==> config.mk <==
export PLATFORM = sky130hd
export DESIGN_NAME = seq_serializer_flat
export DESIGN_NICKNAME = d
export VERILOG_FILES = /design/src/rtl/seq_serializer_pkg.sv /design/src/rtl/seq_serializer_if.sv /design/src/rtl/piso_shift_reg.sv /design/src/rtl/seq_serializer.sv /design/src/flat_wrapper.sv
export SDC_FILE = /design/constraint.sdc
export NUM_CORES = 1
export LEC_CHECK = 0
export CORE_ASPECT_RATIO = 1.5
export CORE_MARGIN = 4
export CORE_UTILIZATION = 45
export DETAILED_ROUTE_END_ITERATION = 16
export MAX_ROUTING_LAYER = met4
export PLACE_DENSITY = 0.65
export SYNTH_ARGS = -nofsm -noshare
export SYNTH_HDL_FRONTEND = slang
export SYNTH_SLANG_ARGS = --single-unit
==> constraint.sdc <==
create_clock -name clk -period 3.9 [get_ports clk]
set_clock_uncertainty 0.05 [all_clocks]
set_input_delay 0.78 -clock clk [delete_from_list [all_inputs] [get_ports clk]]
set_output_delay 0.78 -clock clk [all_outputs]
set_load 0.1 [all_outputs]
==> src/rtl/seq_serializer_pkg.sv <==
// Shared types, widths and the length clamp rule for the serial pattern transmitter.
package seq_serializer_pkg;

    localparam int SER_WIDTH = 8;
    localparam int LEN_W     = $clog2(SER_WIDTH + 1);
    localparam int IDX_W     = $clog2(SER_WIDTH);

    typedef enum logic [1:0] {
        IDLE = 2'd0,
        SEND = 2'd1,
        GAP  = 2'd2
    } state_e;

    // A length of zero or beyond the pattern register means "send the whole register".
    function automatic int eff_len(input int len, input int width);
        int res;
        if ((len == 0) || (len > width)) begin
            res = width;
        end else begin
            res = len;
        end
        return res;
    endfunction

endpackage

==> src/rtl/seq_serializer_if.sv <==
// Request/serial-stream bundle between a pattern source and the serializer.
interface seq_serializer_if
    import seq_serializer_pkg::*;
#(
    parameter int WIDTH = SER_WIDTH,
    parameter int REP_W = 4
);
    localparam int LW = $clog2(WIDTH + 1);

    logic             start;
    logic             ready;
    logic [WIDTH-1:0] pattern;
    logic [LW-1:0]    len;
    logic [REP_W-1:0] reps;
    logic             abort;
    logic             s_out;
    logic             s_valid;
    logic             busy;
    logic             done;

    modport master (
        output start, pattern, len, reps, abort,
        input  ready, s_out, s_valid, busy, done
    );

    modport slave (
        input  start, pattern, len, reps, abort,
        output ready, s_out, s_valid, busy, done
    );
endinterface

==> src/rtl/piso_shift_reg.sv <==
// Parallel-load, MSB-first shift register; FILL enters at the LSB and is the reset value.
module piso_shift_reg #(
    parameter int   WIDTH = 8,
    parameter logic FILL  = 1'b0
) (
    input  logic             clk,
    input  logic             rst,
    input  logic             load,
    input  logic             shift,
    input  logic [WIDTH-1:0] din,
    output logic             msb
);
    logic [WIDTH-1:0] sr_q;
    logic [WIDTH-1:0] sr_d;

    // Next register contents: load has priority over shift.
    always_comb begin
        sr_d = sr_q;
        if (load) begin
            sr_d = din;
        end else if (shift) begin
            sr_d = {sr_q[WIDTH-2:0], FILL};
        end else begin
            sr_d = sr_q;
        end
    end

    // Shift register state.
    always_ff @(posedge clk or posedge rst) begin
        if (rst) begin
            sr_q <= {WIDTH{FILL}};
        end else begin
            sr_q <= sr_d;
        end
    end

    assign msb = sr_q[WIDTH-1];
endmodule

==> src/rtl/seq_serializer.sv <==
// Serial pattern transmitter: shifts a latched pattern out MSB-first with
// programmable length, repeat count and fixed idle gaps between repeats.
module seq_serializer
    import seq_serializer_pkg::*;
#(
    parameter int   WIDTH      = SER_WIDTH,
    parameter int   REP_W      = 4,
    parameter int   GAP_CYCLES = 0,
    parameter logic IDLE_LVL   = 1'b0
) (
    input logic             clk,
    input logic             rst,
    seq_serializer_if.slave bus
);
    localparam int LW = $clog2(WIDTH + 1);
    localparam int IW = $clog2(WIDTH);
    localparam int GW = (GAP_CYCLES > 1) ? $clog2(GAP_CYCLES + 1) : 1;

    state_e           state_q, state_d;
    logic [WIDTH-1:0] pat_q, pat_d;
    logic [LW-1:0]    len_q, len_d;
    logic [IW-1:0]    idx_q, idx_d;
    logic [REP_W-1:0] rep_q, rep_d;
    logic [GW-1:0]    gap_q, gap_d;
    logic             s_valid_q, s_valid_d;
    logic             done_q, done_d;

    logic             load_s;
    logic             shift_s;
    logic [WIDTH-1:0] load_val_s;
    logic [LW-1:0]    len_eff_s;
    logic [WIDTH-1:0] align_s;

    // The pattern is stored left-aligned so its first bit always sits at the shift-out end.
    assign len_eff_s = LW'(eff_len(int'(bus.len), WIDTH));
    assign align_s   = bus.pattern << (LW'(WIDTH) - len_eff_s);

    // FSM, bit index, repetition and gap counters.
    always_comb begin
        state_d    = state_q;
        pat_d      = pat_q;
        len_d      = len_q;
        idx_d      = idx_q;
        rep_d      = rep_q;
        gap_d      = gap_q;
        s_valid_d  = 1'b0;
        done_d     = 1'b0;
        load_s     = 1'b0;
        shift_s    = 1'b0;
        load_val_s = {WIDTH{IDLE_LVL}};
        case (state_q)
            IDLE: begin
                if (bus.start && !bus.abort) begin
                    state_d    = SEND;
                    pat_d      = align_s;
                    len_d      = len_eff_s;
                    idx_d      = IW'(len_eff_s - LW'(1));
                    rep_d      = (bus.reps == REP_W'(0)) ? REP_W'(0) : bus.reps - REP_W'(1);
                    load_s     = 1'b1;
                    load_val_s = align_s;
                    s_valid_d  = 1'b1;
                end else begin
                    state_d = IDLE;
                end
            end
            SEND: begin
                if (bus.abort) begin
                    state_d = IDLE;
                    load_s  = 1'b1;
                end else if (idx_q != IW'(0)) begin
                    idx_d     = idx_q - IW'(1);
                    shift_s   = 1'b1;
                    s_valid_d = 1'b1;
                end else if (rep_q != REP_W'(0)) begin
                    rep_d = rep_q - REP_W'(1);
                    if (GAP_CYCLES > 0) begin
                        state_d = GAP;
                        gap_d   = GW'(GAP_CYCLES - 1);
                        load_s  = 1'b1;
                    end else begin
                        idx_d      = IW'(len_q - LW'(1));
                        load_s     = 1'b1;
                        load_val_s = pat_q;
                        s_valid_d  = 1'b1;
                    end
                end else begin
                    state_d = IDLE;
                    done_d  = 1'b1;
                    load_s  = 1'b1;
                end
            end
            GAP: begin
                if (bus.abort) begin
                    state_d = IDLE;
                end else if (gap_q == GW'(0)) begin
                    state_d    = SEND;
                    idx_d      = IW'(len_q - LW'(1));
                    load_s     = 1'b1;
                    load_val_s = pat_q;
                    s_valid_d  = 1'b1;
                end else begin
                    gap_d = gap_q - GW'(1);
                end
            end
            default: begin
                state_d = IDLE;
                load_s  = 1'b1;
            end
        endcase
    end

    // Control state and registered handshake outputs.
    always_ff @(posedge clk or posedge rst) begin
        if (rst) begin
            state_q   <= IDLE;
            pat_q     <= {WIDTH{1'b0}};
            len_q     <= LW'(0);
            idx_q     <= IW'(0);
            rep_q     <= REP_W'(0);
            gap_q     <= GW'(0);
            s_valid_q <= 1'b0;
            done_q    <= 1'b0;
        end else begin
            state_q   <= state_d;
            pat_q     <= pat_d;
            len_q     <= len_d;
            idx_q     <= idx_d;
            rep_q     <= rep_d;
            gap_q     <= gap_d;
            s_valid_q <= s_valid_d;
            done_q    <= done_d;
        end
    end

    // Idle fill is loaded whenever the line leaves a frame, so s_out is a plain flop output.
    piso_shift_reg #(
        .WIDTH (WIDTH),
        .FILL  (IDLE_LVL)
    ) u_piso (
        .clk   (clk),
        .rst   (rst),
        .load  (load_s),
        .shift (shift_s),
        .din   (load_val_s),
        .msb   (bus.s_out)
    );

    assign bus.s_valid = s_valid_q;
    assign bus.done    = done_q;
    assign bus.ready   = (state_q == IDLE);
    assign bus.busy    = (state_q != IDLE);
endmodule

==> src/flat_wrapper.sv <==
// flat-port wrapper written by rule: the top's interface ports become plain ports
module seq_serializer_flat import seq_serializer_pkg::*;
#(
    parameter int   WIDTH      = SER_WIDTH,
    parameter int   REP_W      = 4,
    parameter int   GAP_CYCLES = 0,
    parameter logic IDLE_LVL   = 1'b0
)
  (clk, rst, bus_start, bus_pattern, bus_len, bus_reps, bus_abort, bus_ready, bus_s_out, bus_s_valid, bus_busy, bus_done);
  seq_serializer_if #(.WIDTH(WIDTH), .REP_W(REP_W)) bus_i ();
  input logic clk;
  input logic rst;
  input wire logic [$bits(bus_i.start)-1:0] bus_start;
  input wire logic [$bits(bus_i.pattern)-1:0] bus_pattern;
  input wire logic [$bits(bus_i.len)-1:0] bus_len;
  input wire logic [$bits(bus_i.reps)-1:0] bus_reps;
  input wire logic [$bits(bus_i.abort)-1:0] bus_abort;
  output wire logic [$bits(bus_i.ready)-1:0] bus_ready;
  output wire logic [$bits(bus_i.s_out)-1:0] bus_s_out;
  output wire logic [$bits(bus_i.s_valid)-1:0] bus_s_valid;
  output wire logic [$bits(bus_i.busy)-1:0] bus_busy;
  output wire logic [$bits(bus_i.done)-1:0] bus_done;
  assign bus_i.start = bus_start;
  assign bus_i.pattern = bus_pattern;
  assign bus_i.len = bus_len;
  assign bus_i.reps = bus_reps;
  assign bus_i.abort = bus_abort;
  assign bus_ready = bus_i.ready;
  assign bus_s_out = bus_i.s_out;
  assign bus_s_valid = bus_i.s_valid;
  assign bus_busy = bus_i.busy;
  assign bus_done = bus_i.done;
  seq_serializer #(.WIDTH(WIDTH), .REP_W(REP_W), .GAP_CYCLES(GAP_CYCLES), .IDLE_LVL(IDLE_LVL)) u_core (.clk(clk), .rst(rst), .bus(bus_i));
endmodule
==> impl_metrics.json <==
{
  "drt-wirelength-per-cell_um": 15.32,
  "final_setup_violations": 0,
  "run_status": "finished, final reports clean",
  "first_global_vias": 1452,
  "postCtsSetupRepairBufs": 0,
  "hold-path-endpoint": "u_core.pat_q[0]$_DFFE_PP0P_",
  "final_hold_viol_count": 0,
  "final.period_utilization_pct": 82.26,
  "yosysWarningCount": 0,
  "cell_count_of_the_worst_reg_to_reg_path": 8,
  "setup.worst_path.class": "register to output port",
  "routed_via_density": 5.826,
  "final_antenna_net_count": 0,
  "r2r_start": "u_core.state_q[0]$_DFFE_PP0P_",
  "post_cts_hold_buffer_count": 0,
  "max_capacitance_violation_total": 0,
  "diodes": 0,
  "post-place-ws_ns": 0.4695,
  "synth_top_cells_by_area": "dfrtp_1 43%, nand2_1 6.2%, o21ai_0 4.1%, mux2i_1 3.5%, a21oi_1 3.2%",
  "final_util_pct": 57.17,
  "io-pin-count": 25,
  "die_width_um": 58.14,
  "max_clock_freq_mhz": 311.7,
  "max-slew-margin-rel_pct": 26.07,
  "clock_insertion_delay_worst_skew_ns": 0.28,
  "cts.reportedPaths.clkPinSlew_ns": 0.06,
  "start_util_pct": 46.50,
  "timing.critical_path.arrival_ns": 2.38,
  "reg2reg_to": "u_core.idx_q[2]$_DFFE_PP0P_",
  "synth_area_mm2": 0.001697,
  "worst_path_max_delay_cell": "clkdlybuf4s50_1",
  "synth_enable_flop_cells": 0,
  "critPathMaxFanout": 14,
  "setup_repair_after_global_routing_missed_its_margin": "no",
  "holdCritStartpoint": "u_core.pat_q[0]$_DFFE_PP0P_",
  "starting_drt_drc_count": 92,
  "vdd_drop_max_mv": 0.2729,
  "numCtsBuffers": 5,
  "worst-endpoint-required_ns": 3.07,
  "detailedPlacementHpwl_um": 2956,
  "die_h_um": 83.21,
  "finalMaxSlewViolations": 0,
  "cts_tree": "yes",
  "layout_setup_ws_ns": 0.6919,
  "hp-class": "register to register",
  "cts_resized": 0,
  "gp_congestion": 0.9089,
  "synthTopCellsByCount": "29 x dfrtp_1, 28 x nand2_1, 14 x nor2_1, 14 x o21ai_0, 11 x a21oi_1",
  "worst-r2r-setup-slack_ns": 1.45,
  "clock_sinks": 29,
  "core_region_area_mm2": 0.003649,
  "global_route_wire_length_before_repair_um": 6568,
  "ctsLongestPathBuffers": 2,
  "avgSynthCellArea_um2": 9.640,
  "cts-htree-levels": 2,
  "clk_tree_root_cell": "clkbuf_8",
  "post_route_cells_drive_above_1_share_pct": 13.73,
  "synth_largest_area_cell": "dfrtp_1",
  "detailroute.via_count": 1439,
  "route.final.wire_length_um": 3785,
  "route.detailed.drc": 0,
  "startpoint_type": "register",
  "synthFlopType": "dfrtp_1",
  "ys_async_sr_fraction_pct": 100.0,
  "synth_top_cell_area_share_pct": 42.77,
  "drt-pass1-iter-count": 4,
  "synth-seq-area-share_pct": 42.77,
  "area.growth.synth_to_final_pct": 22.94,
  "number_of_unique_standard_cell_types_used_by_synthesis": 48,
  "most_frequently_used_cell_type_in_the_post_synthesis_netlist": "dfrtp_1",
  "num-fill-cells": 330,
  "min_period_ns": 3.208,
  "nets": 226,
  "hold_path_depth": 1,
  "synth.ff_latch_count": 29,
  "max_stage_delay_ns": 1.07,
  "net_count_after_synthesis": 199,
  "grt_start_max_net_pins": 30,
  "port_buffers": 24,
  "path_cells": "clkinv_1 > clkdlybuf4s50_1",
  "setup.worst_path.end_class": "output port",
  "std_cell_rows": 27,
  "worstMarginPinSlew_ns": 1.108,
  "syn-instance-count": 176,
  "pwr_density_cell_mw_per_mm2": 479.4,
  "grt_antenna_before_repair": 0,
  "power.leakage_nw": 0.9210,
  "floorplan.die_area_mm2": 0.004837,
  "grt-ovfl-total": 0,
  "finalSetupTns_ns": 0,
  "globalRouteTotalUtil_pct": 17.96
}
worst max path at each step:
| stage | from | end | slack [ns] | cells past startpoint |
|---|---|---|---|---|
| 2_1_floorplan | u_core.state_q[0]$_DFFE_PP0P_ | u_core.idx_q[2]$_DFFE_PP0P_ | 0.37 | 8 |
| 3_3_place_gp | bus_len[3] | u_core.u_piso.sr_q[0]$_DFFE_PP0P_ | 0.54 | 8 |
| 3_5_place_dp | bus_len[3] | u_core.u_piso.sr_q[7]$_DFFE_PP0P_ | 0.47 | 8 |
| 4_1_cts | u_core.state_q[0]$_DFFE_PP0P_ | bus_ready | 0.69 | 2 |
| 5_1_grt | bus_len[3] | u_core.u_piso.sr_q[0]$_DFFE_PP0P_ | 0.54 | 8 |
| 6_report | u_core.state_q[0]$_DFFE_PP0P_ | bus_ready | 0.69 | 2 |
worst max-delay path, delay by kind of cell, from the launching register on:
kind | cells | cell delay [ns]
buf+inv | 2 | 1.46
flops | 1 | 0.64
per-stage QoR:
stage	area [um2]	cells	total power, W	hold slack, ns
final	2086	247	0.0009999	0.4340
after global routing	2086	247	0.001056	0.4642
after CTS	2086	247	0.001012	0.4311
after detailed placement	1969	239	0.0006879	0.4182
after global placement	1969	239	0.0006756	0.4098
after floorplan	1697	176	0.0006069	0.3966
cells by family (layout without fill, tap and decap cells):
logic type               count (synthesis)  count (layout)  share of synthesized area, %
AO/OA/AOI/OAI                           47              47                         19.17
flip-flops                              29              29                         42.77
XOR/XNOR                                 4               4                         2.508
AND/OR/NAND/NOR                         69              69                         22.35
buffers and inverters                   13              41                         3.466
adder cells (fa/ha/maj)                  3               3                         2.213
multiplexers                            11              11                         7.522
layout make-up:
type / count / area, um2 / area share (%)
Tap cell: 43 / 53.80 / 2.579
Inverter: 8 / 30.03 / 1.440
Timing Repair Buffer: 25 / 247.7 / 11.88
Sequential cell: 29 / 725.7 / 34.79
Multi-Input combinational cell: 134 / 912.1 / 43.73
Clock buffer: 7 / 86.33 / 4.139
Clock inverter: 1 / 30.03 / 1.440
metal layers:
metal | track usage [%] | routed length, um | up-vias
met5 | - | 0 | -
met4 | 8.650 | 113 | 0
met3 | 4.199 | 249 | 11
met2 | 29.22 | 1901 | 52
met1 | 20.24 | 1521 | 686
li1 | - | - | 690
state kept, by name, indices dropped and copies added, names as in the netlist:
signal / flops
u_core.idx_q: 3
u_core.bus.s_valid: 1
u_core.state_q: 1
u_core.rep_q: 4
u_core.u_piso.sr_q: 8
u_core.bus.done: 1
u_core.pat_q: 8
u_core.len_q: 3
report_power, final:
group | switching [W] | leakage, nW | total, W | internal (W)
combinational | 0.000152 | 0.494 | 0.000273 | 0.000122
clock | 0.000113 | 0.0585 | 0.000321 | 0.000208
sequential | 0.0000474 | 0.368 | 0.000406 | 0.000358
total | 0.000312 | 0.921 | 0.00100 | 0.000688
layout by cell type (no fill, tap or decap), drive strengths merged, types with 4 or more instances in the layout:
cell / netlist / final
a21oi: 11 / 11
a222oi: 5 / 5
clkbuf: 1 / 7
clkdlybuf4s50: 0 / 24
dfrtp: 29 / 29
inv: 6 / 6
mux2: 4 / 4
mux2i: 6 / 6
nand2: 28 / 28
nand2b: 4 / 4
nor2: 14 / 14
nor3: 10 / 10
o21ai: 16 / 16
Power figures use the tool's default switching activity.
